===== src/rtl/uart_tx_pkg.sv =====
// Shared UART definitions: data width, default bit timing and transmitter FSM encoding.
package uart_tx_pkg;

  localparam int UART_DATA_W       = 8;
  localparam int UART_CLK_TX_FREQ  = 12_000_000;
  localparam int UART_BAUD         = 115_200;
  localparam int UART_CLKS_PER_BIT = UART_CLK_TX_FREQ / UART_BAUD;

  typedef enum logic [2:0] {
    ST_IDLE   = 3'd0,
    ST_START  = 3'd1,
    ST_DATA   = 3'd2,
    ST_PARITY = 3'd3,
    ST_STOP   = 3'd4
  } tx_state_e;

endpackage


===== src/rtl/sync_fifo.sv =====
// Pointer-based synchronous FIFO; the extra pointer MSB separates full from empty.
module sync_fifo #(
  parameter int WIDTH = 8,
  parameter int DEPTH = 4
) (
  input  logic             clk_i,
  input  logic             rstn_i,
  input  logic             push_i,
  input  logic [WIDTH-1:0] wdata_i,
  input  logic             pop_i,
  output logic [WIDTH-1:0] rdata_o,
  output logic             full_o,
  output logic             empty_o
);

  localparam int            AW      = $clog2(DEPTH);
  localparam logic [AW:0]   PTR_ONE = (AW + 1)'(1);

  logic [AW:0]      wr_ptr_q, wr_ptr_d;
  logic [AW:0]      rd_ptr_q, rd_ptr_d;
  logic [WIDTH-1:0] mem_q [DEPTH];
  logic             push_ok, pop_ok;

  // Full is judged on the current pointers, so a full FIFO refuses a write even during a pop.
  assign full_o  = (wr_ptr_q[AW] != rd_ptr_q[AW]) && (wr_ptr_q[AW-1:0] == rd_ptr_q[AW-1:0]);
  assign empty_o = (wr_ptr_q == rd_ptr_q);
  assign push_ok = push_i && !full_o;
  assign pop_ok  = pop_i && !empty_o;

  assign wr_ptr_d = push_ok ? wr_ptr_q + PTR_ONE : wr_ptr_q;
  assign rd_ptr_d = pop_ok  ? rd_ptr_q + PTR_ONE : rd_ptr_q;

  always_ff @(posedge clk_i or negedge rstn_i) begin
    if (!rstn_i) begin
      wr_ptr_q <= '0;
      rd_ptr_q <= '0;
    end else begin
      wr_ptr_q <= wr_ptr_d;
      rd_ptr_q <= rd_ptr_d;
    end
  end

  // NOTE: storage is deliberately unreset; the pointers alone decide which entries are valid.
  always_ff @(posedge clk_i) begin
    if (push_ok) mem_q[wr_ptr_q[AW-1:0]] <= wdata_i;
  end

  assign rdata_o = mem_q[rd_ptr_q[AW-1:0]];

endmodule


===== src/rtl/uart_tx.sv =====
// Buffered 8-bit UART transmitter: FIFO-fed, LSB-first, optional parity, 1 or 2 stop bits.
module uart_tx
  import uart_tx_pkg::*;
#(
  parameter int CLKS_PER_BIT = UART_CLKS_PER_BIT,
  parameter int PARITY_EN    = 0,
  parameter int PARITY_ODD   = 0,
  parameter int STOP_BITS    = 1,
  parameter int FIFO_DEPTH   = 4
) (
  input  logic                   clk_i,
  input  logic                   rstn_i,
  input  logic [UART_DATA_W-1:0] data_i,
  input  logic                   valid_i,
  output logic                   ready_o,
  output logic                   tx_o,
  output logic                   busy_o
);

  localparam int               DIV_W     = $clog2(CLKS_PER_BIT);
  localparam logic [DIV_W-1:0] DIV_LAST  = DIV_W'(CLKS_PER_BIT - 1);
  localparam logic [DIV_W-1:0] DIV_ONE   = DIV_W'(1);
  localparam int               BIT_W     = $clog2(UART_DATA_W);
  localparam logic [BIT_W-1:0] BIT_LAST  = BIT_W'(UART_DATA_W - 1);
  localparam logic [BIT_W-1:0] BIT_ONE   = BIT_W'(1);
  localparam logic             PAR_ODD   = (PARITY_ODD != 0);
  localparam logic             LAST_STOP = (STOP_BITS == 2);

  tx_state_e              state_q, state_d;
  logic [DIV_W-1:0]       div_q, div_d;
  logic [BIT_W-1:0]       bit_q, bit_d;
  logic                   stop_q, stop_d;
  logic [UART_DATA_W-1:0] shift_q, shift_d;
  logic                   par_q, par_d;
  logic                   tx_q, tx_d;

  logic                   fifo_pop, fifo_full, fifo_empty;
  logic [UART_DATA_W-1:0] fifo_rdata;
  logic                   bit_done, load;

  sync_fifo #(
    .WIDTH(UART_DATA_W),
    .DEPTH(FIFO_DEPTH)
  ) u_fifo (
    .clk_i  (clk_i),
    .rstn_i (rstn_i),
    .push_i (valid_i),
    .wdata_i(data_i),
    .pop_i  (fifo_pop),
    .rdata_o(fifo_rdata),
    .full_o (fifo_full),
    .empty_o(fifo_empty)
  );

  assign bit_done = (div_q == DIV_LAST);

  // NOTE: every flop uses <= so all state advances together on the edge, independent of block order.
  always_ff @(posedge clk_i or negedge rstn_i) begin
    if (!rstn_i) state_q <= ST_IDLE;
    else         state_q <= state_d;
  end

  always_ff @(posedge clk_i or negedge rstn_i) begin
    if (!rstn_i) begin
      div_q   <= '0;
      bit_q   <= '0;
      stop_q  <= 1'b0;
      shift_q <= '0;
      par_q   <= 1'b0;
      tx_q    <= 1'b1;
    end else begin
      div_q   <= div_d;
      bit_q   <= bit_d;
      stop_q  <= stop_d;
      shift_q <= shift_d;
      par_q   <= par_d;
      tx_q    <= tx_d;
    end
  end

  // NOTE: each always_comb assigns every output a default first so no path can infer a latch.
  always_comb begin
    state_d = state_q;
    unique case (state_q)
      ST_IDLE:   if (!fifo_empty) state_d = ST_START;
      ST_START:  if (bit_done) state_d = ST_DATA;
      ST_DATA:   if (bit_done && bit_q == BIT_LAST)
                   state_d = (PARITY_EN != 0) ? ST_PARITY : ST_STOP;
      ST_PARITY: if (bit_done) state_d = ST_STOP;
      ST_STOP:   if (bit_done && stop_q == LAST_STOP)
                   state_d = fifo_empty ? ST_IDLE : ST_START;
      default:   state_d = ST_IDLE;
    endcase
  end

  // A pop happens whenever a new frame starts, from IDLE or straight out of the last stop cycle.
  assign load = (state_d == ST_START) && (state_q != ST_START);

  always_comb begin
    fifo_pop = 1'b0;
    div_d    = (state_q == ST_IDLE || bit_done) ? '0 : div_q + DIV_ONE;
    bit_d    = bit_q;
    stop_d   = stop_q;
    shift_d  = shift_q;
    par_d    = par_q;
    tx_d     = tx_q;
    if (load) begin
      fifo_pop = 1'b1;
      div_d    = '0;
      stop_d   = 1'b0;
      shift_d  = fifo_rdata;
      par_d    = 1'b0;
      tx_d     = 1'b0;
    end else if (bit_done) begin
      unique case (state_q)
        ST_START: begin
          tx_d    = shift_q[0];
          par_d   = par_q ^ shift_q[0];
          shift_d = {1'b0, shift_q[UART_DATA_W-1:1]};
          bit_d   = '0;
        end
        ST_DATA: begin
          if (bit_q == BIT_LAST) begin
            tx_d   = (PARITY_EN != 0) ? (par_q ^ PAR_ODD) : 1'b1;
            stop_d = 1'b0;
          end else begin
            tx_d    = shift_q[0];
            par_d   = par_q ^ shift_q[0];
            shift_d = {1'b0, shift_q[UART_DATA_W-1:1]};
            bit_d   = bit_q + BIT_ONE;
          end
        end
        ST_PARITY: begin
          tx_d   = 1'b1;
          stop_d = 1'b0;
        end
        ST_STOP: begin
          tx_d = 1'b1;
          if (stop_q != LAST_STOP) stop_d = 1'b1;
        end
        default: ;
      endcase
    end
  end

  assign ready_o = !fifo_full;
  assign tx_o    = tx_q;
  assign busy_o  = (state_q != ST_IDLE) || !fifo_empty;

endmodule

===== config.mk =====
export PLATFORM = sky130hd
export DESIGN_NAME = uart_tx
export DESIGN_NICKNAME = d
export VERILOG_FILES = /design/src/rtl/uart_tx_pkg.sv /design/src/rtl/sync_fifo.sv /design/src/rtl/uart_tx.sv
export SDC_FILE = /design/constraint.sdc
export NUM_CORES = 1
export LEC_CHECK = 0
export CELL_PAD_IN_SITES_DETAIL_PLACEMENT = 1
export CELL_PAD_IN_SITES_GLOBAL_PLACEMENT = 1
export CORE_UTILIZATION = 50
export CTS_CLUSTER_DIAMETER = 200
export DETAILED_ROUTE_END_ITERATION = 12
export PLACE_DENSITY_LB_ADDON = 0.1
export SYNTH_ARGS = -nofsm -noshare
export SYNTH_HDL_FRONTEND = slang
export SYNTH_HIERARCHICAL = 1
export SYNTH_SLANG_ARGS = --single-unit

===== constraint.sdc =====
create_clock -name clk_i -period 2.5 [get_ports clk_i]
set_input_delay 0.375 -clock clk_i [delete_from_list [all_inputs] [get_ports clk_i]]
set_output_delay 0.375 -clock clk_i [all_outputs]
set_load 0.01 [all_outputs]

==> flow_metrics.tcl, run 1 <==
set metrics [dict create \
    syn_inst 195 \
    ctsHtreeMaxLevel 3 \
    clk_latency_ns 0.34 \
    multi_input_area_um2 1050 \
    worstPathArrival_ns 2.04 \
    ioPinCount 14 \
    routed_via_density 5.61 \
    syn_area_um2 2760 \
    setup_viol 0 \
    die-area_um2 5820 \
    synth_seq_cells 60 \
    detail-route-antenna-nets 0 \
    num_rows 26 \
    synth_compound_area_frac 0.103 \
    cts_hold_buf 0 \
    grt_max_degree 29 \
    first_pass_iters 4 \
    fin_crit_sh 0.964 \
    fill_cells 503 \
    cts_tree "done" \
    crit_type "reg -> out" \
    cts-resized-gates 1 \
    r2r_cells 7 \
    coreArea_um2 5200 \
    layout_commonest_cell "edfxtp_1" \
    die_y_um 76.3 \
    grt_setup_unrepaired "no" \
    cts_buffers 9 \
    worst_slew_pin_slew_ns 0.543 \
    synthArstFlopShare 0.467 \
    min_path_type "in -> async" \
    power.total_w 0.00378 \
    clockBufferDepth 2 \
    nets 243 \
    yosysWarnings 6 \
    gp_congestion 0.859 \
    dp_hpwl_mm 3.87 \
    syn_to_final_growth_pct 17.9 \
    drt_iter0_drc 90 \
    cp_cell_sequence "xor2_4, nor3_1, buf_4, nand2_1, clkdlybuf4s50_1" \
    clkTransAtPathRegs_ns 0.07 \
    skew_ns 0.00744 \
    max_stage_delay_ns 0.49 \
    clkSinkCount 60 \
    slowest_stage "dfrtp_1" \
    synthAdderAreaFrac 0.0362 \
    final_hold_viol_count 0 \
    endpoint_kind "output port" \
    synth_top_family_by_area "simple AND/OR/NAND/NOR gates" \
    drive_gt1_frac 0.218 \
    wl_mm 5.48 \
    grt_pass1_vias 1837 \
    status "completed" \
    postCtsSetupBuffers 0 \
    portBuffers 13 \
    crit_fanout 6 \
    synth.distinct_cells 41 \
    grt_overflow_total 0 \
    antennaDiodeCount 0 \
    ff_latch_area_um2 1660 \
    leakage_nw 1.25 \
    cts_root_buffer "clkbuf_8" \
    synth_enable_flop_cells 32 \
    power.density_nw_per_um2 1160 \
    grt_pass1_wl_mm 9.29 \
    initial_utilization 0.531 \
    startpoint_type "flop" \
    drc_errors 0 \
    routedWlPerCell_um 18.3 \
    avgSynthCellArea_um2 14.2 \
    synth_xor_area_frac 0.0535 \
    slew_headroom 0.634 \
    synth_fp_nets 214 \
    maxCapViolations 0 \
    slew_viol_final 0 \
    fp.dieW_um 76.3 \
    muxShareOfSynthArea 0.0734 \
    ys_seq_area_frac 0.602 \
    layout_common_cells "edfxtp_1, dfrtp_1, clkdlybuf4s50_1" \
    r2r_slack_ns 0.25 \
    synth_ff_type "edfxtp_1" \
    max_freq_ghz 0.415 \
    yosys.area_share.simple 0.108 \
    grt_usage 0.212 \
    irDropWorstVdd_uv 723 \
    num_vias 1676 \
    setup-tns-final_ns 0 \
    antenna_found_initial 0 \
    cp.required_ns 2.12 \
    final.min_clock_period_ns 2.41 \
]
## per-layer routing
layer  up-vias  part of all wire  GRT usage
li1        782                 -          -
met1       852              0.45      0.266
met2        27              0.51      0.356
met3        15             0.023     0.0383
met4         0             0.024      0.104
met5         -                 0          0
## worst max-delay path: cells and delay by family (launching register included)
kind	cells	cell delay, ns
and+or+nand+nor	2	0.30
DFF	1	0.49
buffers and inverters	2	0.66
xor gates and xnor gates	1	0.25
## layout make-up
cell class                 count  area share
multi-input combinational    122       0.322
inverter                       9      0.0104
tap                           70      0.0269
clock buffer                   9      0.0381
sequential                    60       0.511
clock inverter                 7      0.0304
timing repair buffer          22      0.0607
## stage by stage
stage / setup slack [ns] / hold slack [ns] / cell area, µm² / util / instances
2_1_floorplan: 0.320 / 0.0794 / 2760 / - / 195
3_3_place_gp: 0.302 / 0.442 / 3020 / 0.580 / 283
3_5_place_dp: 0.223 / 0.451 / 3020 / 0.580 / 283
4_1_cts: 0.0452 / 0.425 / 3240 / 0.623 / 299
5_1_grt: 0.0103 / 0.458 / 3250 / 0.625 / 299
6_report: 0.0888 / 0.413 / 3250 / 0.625 / 299
## final timing paths
| kind | end | start |
|---|---|---|
| worst max register to register | shift_q[7] | bit_q[0] |
| worst max-delay path | busy_o | u_fifo/wr_ptr_q[2] |
| worst min-delay path | bit_q[2] | rstn_i |
| max in group asynchronous | tx_o | rstn_i |
| worst min register to register | div_q[0] | div_q[0] |
| min in group clk_i | div_q[0] | div_q[0] |
## report_power, final
part	internal (W)	leakage (nW)	switching, W
registers	0.00133	0.645	0.000244
logic	0.000578	0.494	0.000645
clock network	0.000568	0.112	0.000409
total	0.00248	1.25	0.00130
## sequential cells by signal, indices dropped and copies added, names as in the netlist
signal / count
u_fifo/mem_q: 32
shift_q: 8
div_q: 7
bit_q: 3
state_q: 3
u_fifo/rd_ptr_q: 3
u_fifo/wr_ptr_q: 3
tx_o: 1
## logic make-up (layout without fill, tap and decap cells)
logic type / count (synthesis) / after routing
simple gates: 55 / 55
compound gates: 36 / 36
mux: 10 / 10
buf+inv: 13 / 47
xor+xnor: 13 / 13
flops: 60 / 60
fa+ha+maj: 8 / 8
## synth_stat cells (2+ instances only)
| master | count | share of area |
|---|---|---|
| ha_1 | 8 | 0.036 |
| edfxtp_1 | 32 | 0.35 |
| nand3_1 | 6 | 0.011 |
| or3b_2 | 2 | 0.0063 |
| nor2b_1 | 4 | 0.0091 |
| xnor2_1 | 6 | 0.019 |
| or2_2 | 2 | 0.0045 |
| mux2_2 | 2 | 0.0082 |
| inv_1 | 9 | 0.012 |
| a21oi_1 | 7 | 0.013 |
| nand2b_1 | 4 | 0.0091 |
| buf_4 | 2 | 0.0054 |
| o31ai_1 | 5 | 0.014 |
| and3_1 | 4 | 0.0091 |
| nor3_1 | 3 | 0.0054 |
| and2_1 | 8 | 0.018 |
| mux4_2 | 8 | 0.065 |
| dfrtp_1 | 27 | 0.24 |
| a211oi_1 | 2 | 0.0054 |
| nand2_1 | 7 | 0.0095 |
| a221o_1 | 7 | 0.025 |
| nor2_1 | 12 | 0.016 |
| o21ai_0 | 7 | 0.013 |
| xor2_1 | 4 | 0.013 |
No activity file was read; power rests on OpenSTA's default activity.
==> run 2, diff against run 1 <==
Settings changed: CORE_UTILIZATION 50 to 45.
Clock period 2.5 ns to 2.1 ns, I/O delays scaled along.
==> run 2 against run 1 <==
Total power rose by 25%. Register-to-register slack worse by 0.19 ns. Hold slack got worse by 0.040 ns. Clock power grew 17%. Flip-flop and latch count did not move. Sequential power grew 13%. Via count rose by 3.6%. Worst setup slack worse by 0.031 ns. Critical path type is now reg -> reg. Largest power group unchanged.
==> flow_metrics.tcl, run 2 (synthesis gave the netlist of run 1 again) <==
set metrics [dict create \
    status "completed" \
    wl_met1_mm 2.33 \
    grt_pass1_vias 1934 \
    fp.dieW_um 80.3 \
    drive_gt1_frac 0.304 \
    die_y_um 80.3 \
    cts_buffers 9 \
    ioPinCount 14 \
    startpoint_type "flop" \
    syn_to_final_growth_pct 25.5 \
    leakage_nw 1.35 \
    largest_register_ffs 32 \
    routed_via_density 5.39 \
    clockBufferDepth 2 \
    grt_pass1_wl_mm 9.49 \
    die-area_um2 6450 \
    setup-tns-final_ns 0 \
    r2r_cells 7 \
    antennaDiodeCount 0 \
    coreArea_um2 5920 \
    cp.required_ns 2.30 \
    clkTransAtPathRegs_ns 0.07 \
    num_rows 28 \
    slew_viol_final 0 \
    cts_root_buffer "clkbuf_8" \
    postLayoutCoreUtil 0.585 \
    route.met3.wl_um 151 \
    layout_commonest_cell "edfxtp_1" \
    gp_congestion 0.798 \
    slew_headroom 0.670 \
    dp_hpwl_mm 3.97 \
    grt_setup_unrepaired "yes" \
    fin_crit_sh 0.973 \
    layout_common_cells "edfxtp_1, dfrtp_1, buf_4" \
    r2r_start "bit_q[0]" \
    crit_fanout 7 \
    num_vias 1737 \
    clkSinkCount 60 \
    rr_endpoint "shift_q[6]" \
    first_pass_iters 4 \
    portBuffers 13 \
    ctsHtreeMaxLevel 3 \
    dp_slack_ns -0.0167 \
    min_path_type "in -> async" \
    power.density_nw_per_um2 1360 \
    drt_iter0_drc 43 \
    worst_slew_pin_slew_ns 0.489 \
    setup_ws_ns 0.0574 \
    final.min_clock_period_ns 2.04 \
    routedWlPerCell_um 17.8 \
    drc_errors 0 \
    endpoint_kind "flop" \
    grt_max_degree 29 \
    max_freq_ghz 0.490 \
    antenna_found_initial 0 \
    crit_type "reg -> reg" \
    nets 261 \
    final_hold_viol_count 0 \
    wl_mm 5.74 \
    initial_utilization 0.466 \
    maxCapViolations 0 \
    detail-route-antenna-nets 0 \
    highest_layer "met4" \
    cts_tree "done" \
    clk_latency_ns 0.33 \
    dr_wl_met2_mm 3.17 \
    grt_usage 0.206 \
    irDropWorstVdd_uv 644 \
    r2r_slack_ns 0.06 \
    grt_overflow_total 0 \
    worstPathArrival_ns 2.24 \
    skew_ns 0.0104 \
    setup_viol 0 \
]
==> run 2: cell count changes in the layout (fill, tap and decap cells not counted), sizes merged <==
cell / previous run / this run
clkdlybuf4s50: 13 / 11
dlygate4sd2: 0 / 2
clkinvlp: 0 / 1
clkinv: 3 / 2
buf: 9 / 27
==> run 2: routing by layer <==
metal  track usage  vias to the layer above
met5             0                        -
met4        0.0946                        0
met3        0.0409                        7
met2         0.378                       24
met1         0.227                      886
li1              -                      820
==> run 2: how the worst max path moves through the flow <==
stage / startpoint / endpoint / slack [ns] / depth (start not counted)
finish: bit_q[0] / shift_q[6] / 0.06 / 7
global route: bit_q[0] / shift_q[3] / -0.04 / 7
CTS: u_fifo/rd_ptr_q[0] / shift_q[7] / -0.003 / 6
detailed placement: bit_q[0] / bit_q[0] / -0.02 / 6
global placement: bit_q[0] / bit_q[0] / 0.05 / 6
floorplan: bit_q[0] / bit_q[0] / 0.06 / 6
==> run 2: power by group <==
group	switching [W]	leakage (nW)	internal, W
Combinational	0.000919	0.592	0.000867
Sequential	0.000196	0.643	0.00159
Clock	0.000468	0.110	0.000676
==> run 2: layout make-up <==
class,instances,area [µm²]
clock buffers,9,124
multi-input cells,122,1100
inverters,9,33.8
repair buffers,40,347
well taps,75,93.8
clock inverters,7,98.8
flip-flops and latches,60,1670
fillers,556,2460
==> run 2: timing repair <==
action	4_1_cts	5_1_grt
endpoints found under the setup margin	5	13
cloned	1	0
hold buffers	0	0
buffers inserted	4	2
pin swaps	3	3
resized for setup	14	7
==> run 2: critical path, cell delays in order (launching register included) <==
cell and delay, ns:
dfrtp_1 0.43, ha_4 0.18, ha_4 0.15, or3b_4 0.37, a211oi_4 0.25, buf_6 0.15, a21oi_4 0.05, a221o_1 0.33
==> run 2: per-stage QoR <==
step	std cells	cell area, µm²	hold WS, ns	total power, W
finish	322	3460	0.373	0.00472
global route	322	3460	0.406	0.00500
CTS	320	3420	0.375	0.00477
detailed placement	299	3110	0.467	0.00352
global placement	299	3110	0.446	0.00341
floorplan	195	2770	0.0194	0.00288
==> run 3, diff against run 2 <==
Settings changed: ABC_CLOCK_PERIOD_IN_PS set to 2100.
==> results of run 3 <==
No change in the layout: final DEF, timing and power equal those of run 2.
